$ cat config.mk
export PLATFORM = sky130hd
export DESIGN_NAME = multicycle_control
export DESIGN_NICKNAME = d
export VERILOG_FILES = /design/src/rtl/multicycle_control.sv
export SDC_FILE = /design/constraint.sdc
export NUM_CORES = 1
export LEC_CHECK = 0
export CORE_MARGIN = 2
export CORE_UTILIZATION = 63
export DETAILED_ROUTE_END_ITERATION = 10
export DONT_BUFFER_PORTS = 1
export PLACE_DENSITY_LB_ADDON = 0.05
export SLEW_MARGIN = 10
export SYNTH_ARGS = -nofsm -noshare
export SYNTH_HDL_FRONTEND = slang
export SYNTH_SLANG_ARGS = --single-unit
$ cat constraint.sdc
create_clock -name clk -period 2.6 [get_ports clk]
set_input_delay 0.13 -clock clk [delete_from_list [all_inputs] [get_ports clk]]
set_output_delay 0.13 -clock clk [all_outputs]
set_load 0.02 [all_outputs]
$ cat src/rtl/multicycle_control.sv
// Multicycle datapath controller. This is a Moore-style FSM that sequences
// fetch, decode, execute, memory and writeback. It also has a memory-access
// timeout and a retired-instruction counter.
module multicycle_control #(
  parameter int CNT_W       = 16,
  parameter int MEM_TIMEOUT = 15
) (
  input  logic             clk,
  input  logic             rst_n,
  input  logic             run,
  input  logic [1:0]       instructionType,
  input  logic [4:0]       opcode,
  input  logic             zero,
  input  logic             mem_ready,
  output logic             mem_read,
  output logic             mem_write,
  output logic             IorD,
  output logic             ir_write,
  output logic             pc_write,
  output logic [1:0]       pc_source,
  output logic             alu_src_a,
  output logic [1:0]       alu_src_b,
  output logic [1:0]       alu_type,
  output logic [4:0]       alu_opcode,
  output logic             reg_write,
  output logic             mem_to_reg,
  output logic             illegal,
  output logic             bus_error,
  output logic [CNT_W-1:0] retired,
  output logic [3:0]       state
);

  localparam int TO_W = (MEM_TIMEOUT < 1) ? 1 : $clog2(MEM_TIMEOUT + 1);
  localparam logic [TO_W-1:0] TO_LIMIT = TO_W'(MEM_TIMEOUT);

  localparam logic [1:0] TY_R = 2'b00;
  localparam logic [1:0] TY_J = 2'b01;
  localparam logic [1:0] TY_I = 2'b10;
  localparam logic [1:0] TY_S = 2'b11;

  localparam logic [1:0] ALU_TY_I  = 2'b10;
  localparam logic [4:0] ALU_ADD   = 5'b00001;
  localparam logic [4:0] ALU_BEQ   = 5'b00100;

  typedef enum logic [3:0] {
    S_IDLE   = 4'd0,
    S_FETCH  = 4'd1,
    S_DECODE = 4'd2,
    S_EXEC   = 4'd3,
    S_WB_ALU = 4'd4,
    S_ADDR   = 4'd5,
    S_MEM_RD = 4'd6,
    S_WB_LD  = 4'd7,
    S_MEM_WR = 4'd8,
    S_BRANCH = 4'd9,
    S_JUMP   = 4'd10,
    S_FAULT  = 4'd11
  } state_t;

  state_t          cur;
  state_t          nxt;
  logic [TO_W-1:0] tcnt;
  logic            mem_wait;
  logic            timeout;
  logic            retire;

  // Map an IR type/opcode pair to the state that follows DECODE.
  // Undefined encodings map to FAULT.
  function automatic state_t decode_target(input logic [1:0] ty, input logic [4:0] op);
    state_t t;
    t = S_FAULT;
    case (ty)
      TY_R, TY_S: if (op <= 5'd3) t = S_EXEC;
      TY_I: begin
        if (op <= 5'd1)                     t = S_EXEC;
        else if (op == 5'd2 || op == 5'd3)  t = S_ADDR;
        else if (op == 5'd4)                t = S_BRANCH;
      end
      TY_J: if (op == 5'd0) t = S_JUMP;
      default: t = S_FAULT;
    endcase
    return t;
  endfunction

  // The memory-waiting states stall while mem_ready is low. An access that
  // still has no mem_ready at the limit cycle times out. A mem_ready in that
  // same cycle wins and the access completes normally.
  assign mem_wait = ((cur == S_FETCH) || (cur == S_MEM_RD) || (cur == S_MEM_WR)) && !mem_ready;
  assign timeout  = mem_wait && (tcnt == TO_LIMIT);
  assign retire   = (cur == S_WB_ALU) || (cur == S_WB_LD) || (cur == S_BRANCH) ||
                    (cur == S_JUMP) || ((cur == S_MEM_WR) && mem_ready);
  assign state    = cur;

  // State register. Reset aborts any instruction that is in flight.
  always_ff @(posedge clk or negedge rst_n) begin
    if (!rst_n) cur <= S_IDLE;
    else        cur <= nxt;
  end

  // Timeout counter. It clears on every state change, and so on entry to each
  // waiting state. It counts up only while the current access is stalled.
  always_ff @(posedge clk or negedge rst_n) begin
    if (!rst_n)          tcnt <= '0;
    else if (nxt != cur) tcnt <= '0;
    else if (mem_wait)   tcnt <= tcnt + TO_W'(1);
  end

  // Retired-instruction counter. It bumps as each instruction completes and
  // wraps naturally.
  always_ff @(posedge clk or negedge rst_n) begin
    if (!rst_n)      retired <= '0;
    else if (retire) retired <= retired + CNT_W'(1);
  end

  // Next-state logic. run is honoured only in FETCH, and only before the
  // access has started.
  always_comb begin
    nxt = cur;
    case (cur)
      S_IDLE:   if (run) nxt = S_FETCH;
      S_FETCH: begin
        if (mem_ready)                 nxt = S_DECODE;
        else if (!run && tcnt == '0)   nxt = S_IDLE;
        else if (timeout)              nxt = S_FAULT;
      end
      S_DECODE: nxt = decode_target(instructionType, opcode);
      S_EXEC:   nxt = S_WB_ALU;
      S_WB_ALU: nxt = S_FETCH;
      S_ADDR:   nxt = (opcode == 5'd2) ? S_MEM_RD : S_MEM_WR;
      S_MEM_RD: begin
        if (mem_ready)    nxt = S_WB_LD;
        else if (timeout) nxt = S_FAULT;
      end
      S_WB_LD:  nxt = S_FETCH;
      S_MEM_WR: begin
        if (mem_ready)    nxt = S_FETCH;
        else if (timeout) nxt = S_FAULT;
      end
      S_BRANCH: nxt = S_FETCH;
      S_JUMP:   nxt = S_FETCH;
      S_FAULT:  nxt = S_IDLE;
      default:  nxt = S_IDLE;
    endcase
  end

  // Output decode from the state register. Only ir_write/pc_write (gated by
  // mem_ready or zero), illegal and bus_error look at inputs.
  always_comb begin
    mem_read   = 1'b0;
    mem_write  = 1'b0;
    IorD       = 1'b0;
    ir_write   = 1'b0;
    pc_write   = 1'b0;
    pc_source  = 2'b00;
    alu_src_a  = 1'b0;
    alu_src_b  = 2'b00;
    alu_type   = 2'b00;
    alu_opcode = 5'b00000;
    reg_write  = 1'b0;
    mem_to_reg = 1'b0;
    illegal    = 1'b0;
    bus_error  = timeout;
    case (cur)
      S_FETCH: begin
        mem_read   = 1'b1;
        alu_src_b  = 2'b01;
        alu_type   = ALU_TY_I;
        alu_opcode = ALU_ADD;
        ir_write   = mem_ready;
        pc_write   = mem_ready;
      end
      S_DECODE: begin
        alu_src_b  = 2'b10;
        alu_type   = ALU_TY_I;
        alu_opcode = ALU_ADD;
        illegal    = (decode_target(instructionType, opcode) == S_FAULT);
      end
      S_EXEC: begin
        alu_src_a  = 1'b1;
        alu_src_b  = (instructionType == TY_I) ? 2'b10 : 2'b00;
        alu_type   = instructionType;
        alu_opcode = opcode;
      end
      S_WB_ALU: reg_write = 1'b1;
      S_ADDR: begin
        alu_src_a  = 1'b1;
        alu_src_b  = 2'b10;
        alu_type   = ALU_TY_I;
        alu_opcode = ALU_ADD;
      end
      S_MEM_RD: begin
        mem_read = 1'b1;
        IorD     = 1'b1;
      end
      S_WB_LD: begin
        reg_write  = 1'b1;
        mem_to_reg = 1'b1;
      end
      S_MEM_WR: begin
        mem_write = 1'b1;
        IorD      = 1'b1;
      end
      S_BRANCH: begin
        alu_src_a  = 1'b1;
        alu_type   = ALU_TY_I;
        alu_opcode = ALU_BEQ;
        pc_source  = 2'b01;
        pc_write   = zero;
      end
      S_JUMP: begin
        pc_source = 2'b10;
        pc_write  = 1'b1;
      end
      default: ;
    endcase
  end

endmodule

**Word level (Yosys, flattened, before mapping)**

Index checks and enable logic that the tools add are counted.

- Eq/ne operators: 19
- Order comparisons: 2
- Add/subtract/negate cells: 2
- Muxes and demuxes: 31
- Reduce and logical (&&, ||, !) cells: 27

Operator list:

| cell | count |
|---|---|
| $mux 4 | 13 |
| $pmux 4 s8 | 1 |
| $eq 4x4->1 const B | 5 |
| $add 16x1->16 const B | 1 |
| $eq 4x3->1 const B | 4 |
| $pmux 5 s3 | 1 |
| $pmux 4 s3 | 1 |
| $eq 5x2->1 const B | 2 |
| $reduce_or 2->1 | 5 |
| $mux 1 | 9 |
| $eq 4x2->1 const B | 2 |
| $logic_not 4->1 | 2 |
| $pmux 2 s2 | 2 |
| $reduce_or 4->1 | 2 |
| $logic_or 1x1->1 | 7 |
| $pmux 2 s3 | 1 |
| $reduce_or 3->1 | 2 |
| $eq 5x3->1 const B | 1 |
| $le 5x1->1 const B | 1 |
| $le 5x2->1 const B | 1 |
| $logic_not 5->1 | 1 |
| $add 4x1->4 const B | 1 |
| $eq 2x2->1 const B | 2 |
| $eq 4x1->1 const B | 1 |
| 8 further kinds | 13 |

- Logic and storage cells: 84
- Register bits: 24
- Bits of input ports: 12
- Output and inout bits: 41

**Depth between registers and ports, before layout**

- Depth after elaboration: 11
- Gate-level depth with buffers: 8

**Worst setup path before layout**

Ideal clock, no wire load.

- Path kind: register to register
- Start: reg cur[0], in the netlist state[0]
- End: reg cur[0], in the netlist state[0]
- Buffers on the path: 1
- Setup time: 0.069 ns
- Cell stages (with the launch flop): 8
- Arrival: 2.188 ns
- Slack: 0.343 ns
- Cell sequence: dfrtp_1 > buf_4 > or4b_4 > nand2_1 > nor2_1 > nor2_1 > o32ai_1 > nand3_1

- Cells in the longest elaborated chain, start to end: 9
- Elaborated cells on any way between the ends: 23
- Those cells by class: 10 x eq/ne; 7 x mux; 6 x reduce/logical

Ends and longest elaborated chain:

| what | RTL line | RTL |
|---|---|---|
| start, declared | 60 | `state_t cur;` |
| start signal, assigned | 97 | `else cur <= nxt;` |
| $eq 4x1->1 or $eq 4x3->1 (tied branches) | 88 | `assign mem_wait = ((cur == S_FETCH) \|\| (cur == S_MEM_RD) \|\| (cur == S_MEM_WR)) && !mem_ready;` |
| $logic_or 1x1->1 | 88 |  |
| $logic_or 1x1->1 * | 88 |  |
| $logic_and 1x1->1 * | 88 |  |
| $logic_and 1x1->1 * | 89 | `assign timeout = mem_wait && (tcnt == TO_LIMIT);` |
| net bus_error | 28 | `output logic bus_error,` |
| $mux 4 * | 124, 132, 137 |  |
| $mux 4 | 123 | `else if (!run && tcnt == '0) nxt = S_IDLE;` |
| $mux 4 | 122 | `if (mem_ready) nxt = S_DECODE;` |
| $pmux 4 s8 * | 119 | `case (cur)` |
| net nxt[0] | 61 | `state_t nxt;` |

Mark *: on every way through the listed nets, which the timed path passes. The rest lies on a longest branch.
A chain may end at the register's enable or synchronous reset.

**Final worst setup path**

- Start: reg cur[0], in the netlist state[0]
- End: out illegal

- Cells in the longest elaborated chain, start to end: 2

Ends and longest elaborated chain:

| what | RTL line | RTL |
|---|---|---|
| $eq 4x2->1 | 163 | `case (cur)` |
| $mux 1 | 163 |  |
| end, declared | 27 | `output logic illegal,` |

Every way passes these cells.

==> summary.md <==
| Metric | Value |
|---|---|
| Category of cells accounting for the largest share of critical-path delay | simple AND/OR/NAND/NOR gates |
| Seq/Total Area, Yosys | 0.3352 |
| Period utilization | 0.9167 |
| RSZ-0062 raised after global routing | false |
| Number of warning messages in the yosys log | 0 |
| Count of antenna-violating nets left after detailed routing | 0 |
| Worst slew margin | 0.3289 |
| Total of flip-flops plus latches after synthesis | 24 |
| Main area contributors after synthesis | dfrtp_1, xnor2_1, ha_1 |
| Share of final-layout standard cells stronger than drive strength 1 | 0.1716 |
| Number of setup violations in the final report | 0 |
| Area Growth Syn to Fin | 8.590% |
| Post-Syn Instances | 194 |
| Final count of hold timing violations | 0 |
| Final worst clock skew | 0.002925 ns |
| Total number of vias | 1480 |
| FMAX | 0.4196 GHz |
| VDD IR max | 0.8310 mV |
| Floorplan die area | 3287 µm² |
| CTS tree | built |
| Post-CTS Repair Setup Buffers | 0 |
| Run status | complete, no violations |
| Detail-routed via count per cell | 6.298 |
| Final core area utilization | 0.7117 |
| Share of the synthesized area in the top cell type | 0.3352 |
| Data required time of the critical path | 2.47 ns |
| Commonest register cell after synthesis | dfrtp_1 |
| Area after DPL | 1867 µm² |
| Die Y | 57.33 µm |
| Transition at the pin with the smallest max-transition slack | 1.003 ns |
| IO Pins | 53 |
| Core region area | 2734 µm² |
| Antenna violations before repair | 0 |
| Crit path DAT | 2.25 ns |
| Total global-route track usage | 0.2633 |
| Initial drt markers | 89 |
| Total number of H-tree levels | 1 |
| Number of detailed-route iterations in the first pass | 4 |
| Sinks on the clock net | 24 |
| Final design area excluding fillers | 1946 µm² |
| Element type at the critical path start | flop |
| Last weighted congestion value of the routability-driven placer | 0.9058 |
| Num rows | 19 |
| Detailed placement HPWL | 3.024 mm |
| DRC violation count after routing | 0 |
| Ant diodes | 0 |
| Post-synth EDFFs | 0 |
| Total length of routed wires | 3.892 mm |
| Number of nets in the finished design | 222 |
| Number of standard cells in the layout, taps in and fillers out | 235 |
| Number of buffers created by CTS | 3 |
| Average wire per cell in the routed design | 16.56 µm |
| Fill count | 222 |
| Storage cell area | 601.8 µm² |
| Async set or reset register ratio after synthesis | 1.000 |
| Critical path capture point type | output pin |
| Port bufs | 0 |
| Critical Path Max Stage Delay | 0.64 ns |
| Worst-case clock buffer depth | 2 |
| Root cell of the clock tree | clkbuf_4 |
| Class of the worst hold path | input port to flop |
| Post-synthesis net count | 211 |
| Pwr Density | 992.2 nW/µm² |
| Minimum clock period | 2.383 ns |
| Via count of the first global-routing pass | 1429 |
| Wire length of the first global-routing pass | 6.768 mm |
| Cell Area, Synth | 1792 µm² |
| Sum of negative setup slack | 0 ns |
| Critical Path Slowest Stage Cell | or4b_1 |
| Die outline width | 57.33 µm |
| Max-slew violation total from the final report | 0 |
| Critical path buffers and inverters | 0 |
| Effective utilization at floorplan | 0.6554 |
| Synth unique cells | 61 |
| Library cell occupying the most area in the post-synthesis netlist | dfrtp_1 |
| Residual overflow from global routing | 0 |
| Clock-pin slew reported for the worst setup and hold paths after clock tree synthesis | 0.12 ns |
| Total area of multi-input combinational cells | 1112 µm² |
| Placed cells | 229 |
| Sequence of cells on the critical path | or4b_1, a211oi_2, o21ai_0, nor2_1 |
| Max-capacitance violation count | 0 |
| Most numerous cell in the Yosys netlist | dfrtp_1 |
| Start-to-end type of the worst setup path | flop to output pin |
| Leak pwr | 0.8694 nW |
| Post-Synthesis Mean Instance Area | 9.236 µm² |
| Pin count of the biggest net entering global routing | 25 |
| Leading cell types by count after synthesis | dfrtp_1, nand2_1, nor2_1 |
| Peak fanout along the critical path | 15 |
| Clock insertion delay at the later pin of the skew report | 0.31 ns |
-- power breakdown --
group	switching, mW	leakage (nW)	internal, mW
registers	0.213	0.322	0.440
clock network	0.107	0.0279	0.156
logic	0.586	0.519	0.429
-- cell families (layout without fill, tap and decap cells) --
logic type               count (synthesis)  after routing  synth area share
buffers and inverters                   16             26           0.04679
multiplexers                             2              2           0.01257
adder cells (fa/ha/maj)                  5              5           0.03492
flip-flops                              24             24            0.3352
XOR/XNOR                                18             18           0.08799
AO/OA/AOI/OAI                           40             40            0.1760
AND/OR/NAND/NOR                         89             89            0.3066
-- tightest hold or removal path, cell delays in order --
cell and delay, ns:
nor2_1 0.04, nand2_1 0.06, a21boi_1 0.06
-- registers in the layout, indices dropped and copies added, names as in the netlist --
name     flops
tcnt         4
retired     16
state        4
-- timing repair --
| action | CTS | global route |
|---|---|---|
| hold buffers | 2 | 0 |
| endpoints found under the setup margin | 1 | 1 |
| pin swaps | 0 | 0 |
| hold endpoints to repair | 27 | 0 |
| resized for setup | 1 | 1 |
| gates cloned | 0 | 0 |
-- metal layers --
| metal | part of all wire | vias to the layer above | track usage |
|---|---|---|---|
| li1 | - | 724 | - |
| met1 | 0.44 | 709 | 0.3579 |
| met2 | 0.50 | 43 | 0.4220 |
| met3 | 0.053 | 4 | 0.06803 |
| met4 | 0.012 | 0 | 0.06977 |
| met5 | 0 | - | 0 |
-- final cells by class --
cell class,count,area share
well taps,31,0.01994
clock buffers,3,0.01158
clock inverters,1,0.01543
repair buffers,14,0.05659
inverters,8,0.01543
multi-input cells,154,0.5717
flip-flops and latches,24,0.3093
-- layout by cell type (no fill, tap or decap), types with 2 or more instances in the layout --
cell type,n
dfrtp_1,23
nand2_1,14
nor2_1,14
xnor2_1,12
buf_4,12
and2_1,8
a21oi_1,8
inv_1,7
nand2b_1,7
nor3_1,6
nor2b_1,6
xor2_1,6
o21ai_0,5
ha_1,5
and3_1,4
nand3_1,4
o22ai_1,3
nand4_1,3
clkbuf_4,3
nor4b_2,2
nand4b_1,2
nor3b_1,2
or3_1,2
a211oi_2,2
o31ai_1,2
mux2_2,2
o21ai_2,2
nor4_1,2
and4_1,2
dlygate4sd3_1,2
-- per-stage QoR --
step	hold WS [ns]	setup WS, ns	total power, mW
detailed placement	-0.1651	0.1794	1.665
global route	0.005849	0.03779	2.078
global placement	-0.1652	0.3400	1.634
CTS	0.008261	0.05599	1.941
floorplan	-0.1656	0.3431	1.453
finish	0.01085	0.2167	1.930
-- path summary, 6_finish.rpt --
| path | slack [ns] | cells past startpoint | endpoint | start |
|---|---|---|---|---|
| setup / recovery | 0.22 | 4 | illegal | state[0] |
| hold reg to reg | 0.63 | 2 | tcnt[1] | tcnt[1] |
| max in group asynchronous | 1.51 | 1 | state[1] | rst_n |
| min in group asynchronous | 0.42 | 1 | retired[0] | rst_n |
| setup reg to reg | 0.30 | 7 | tcnt[1] | state[3] |
| hold / removal | 0.01 | 3 | tcnt[1] | mem_ready |
Note: power is estimated with default switching activity, not from simulation.
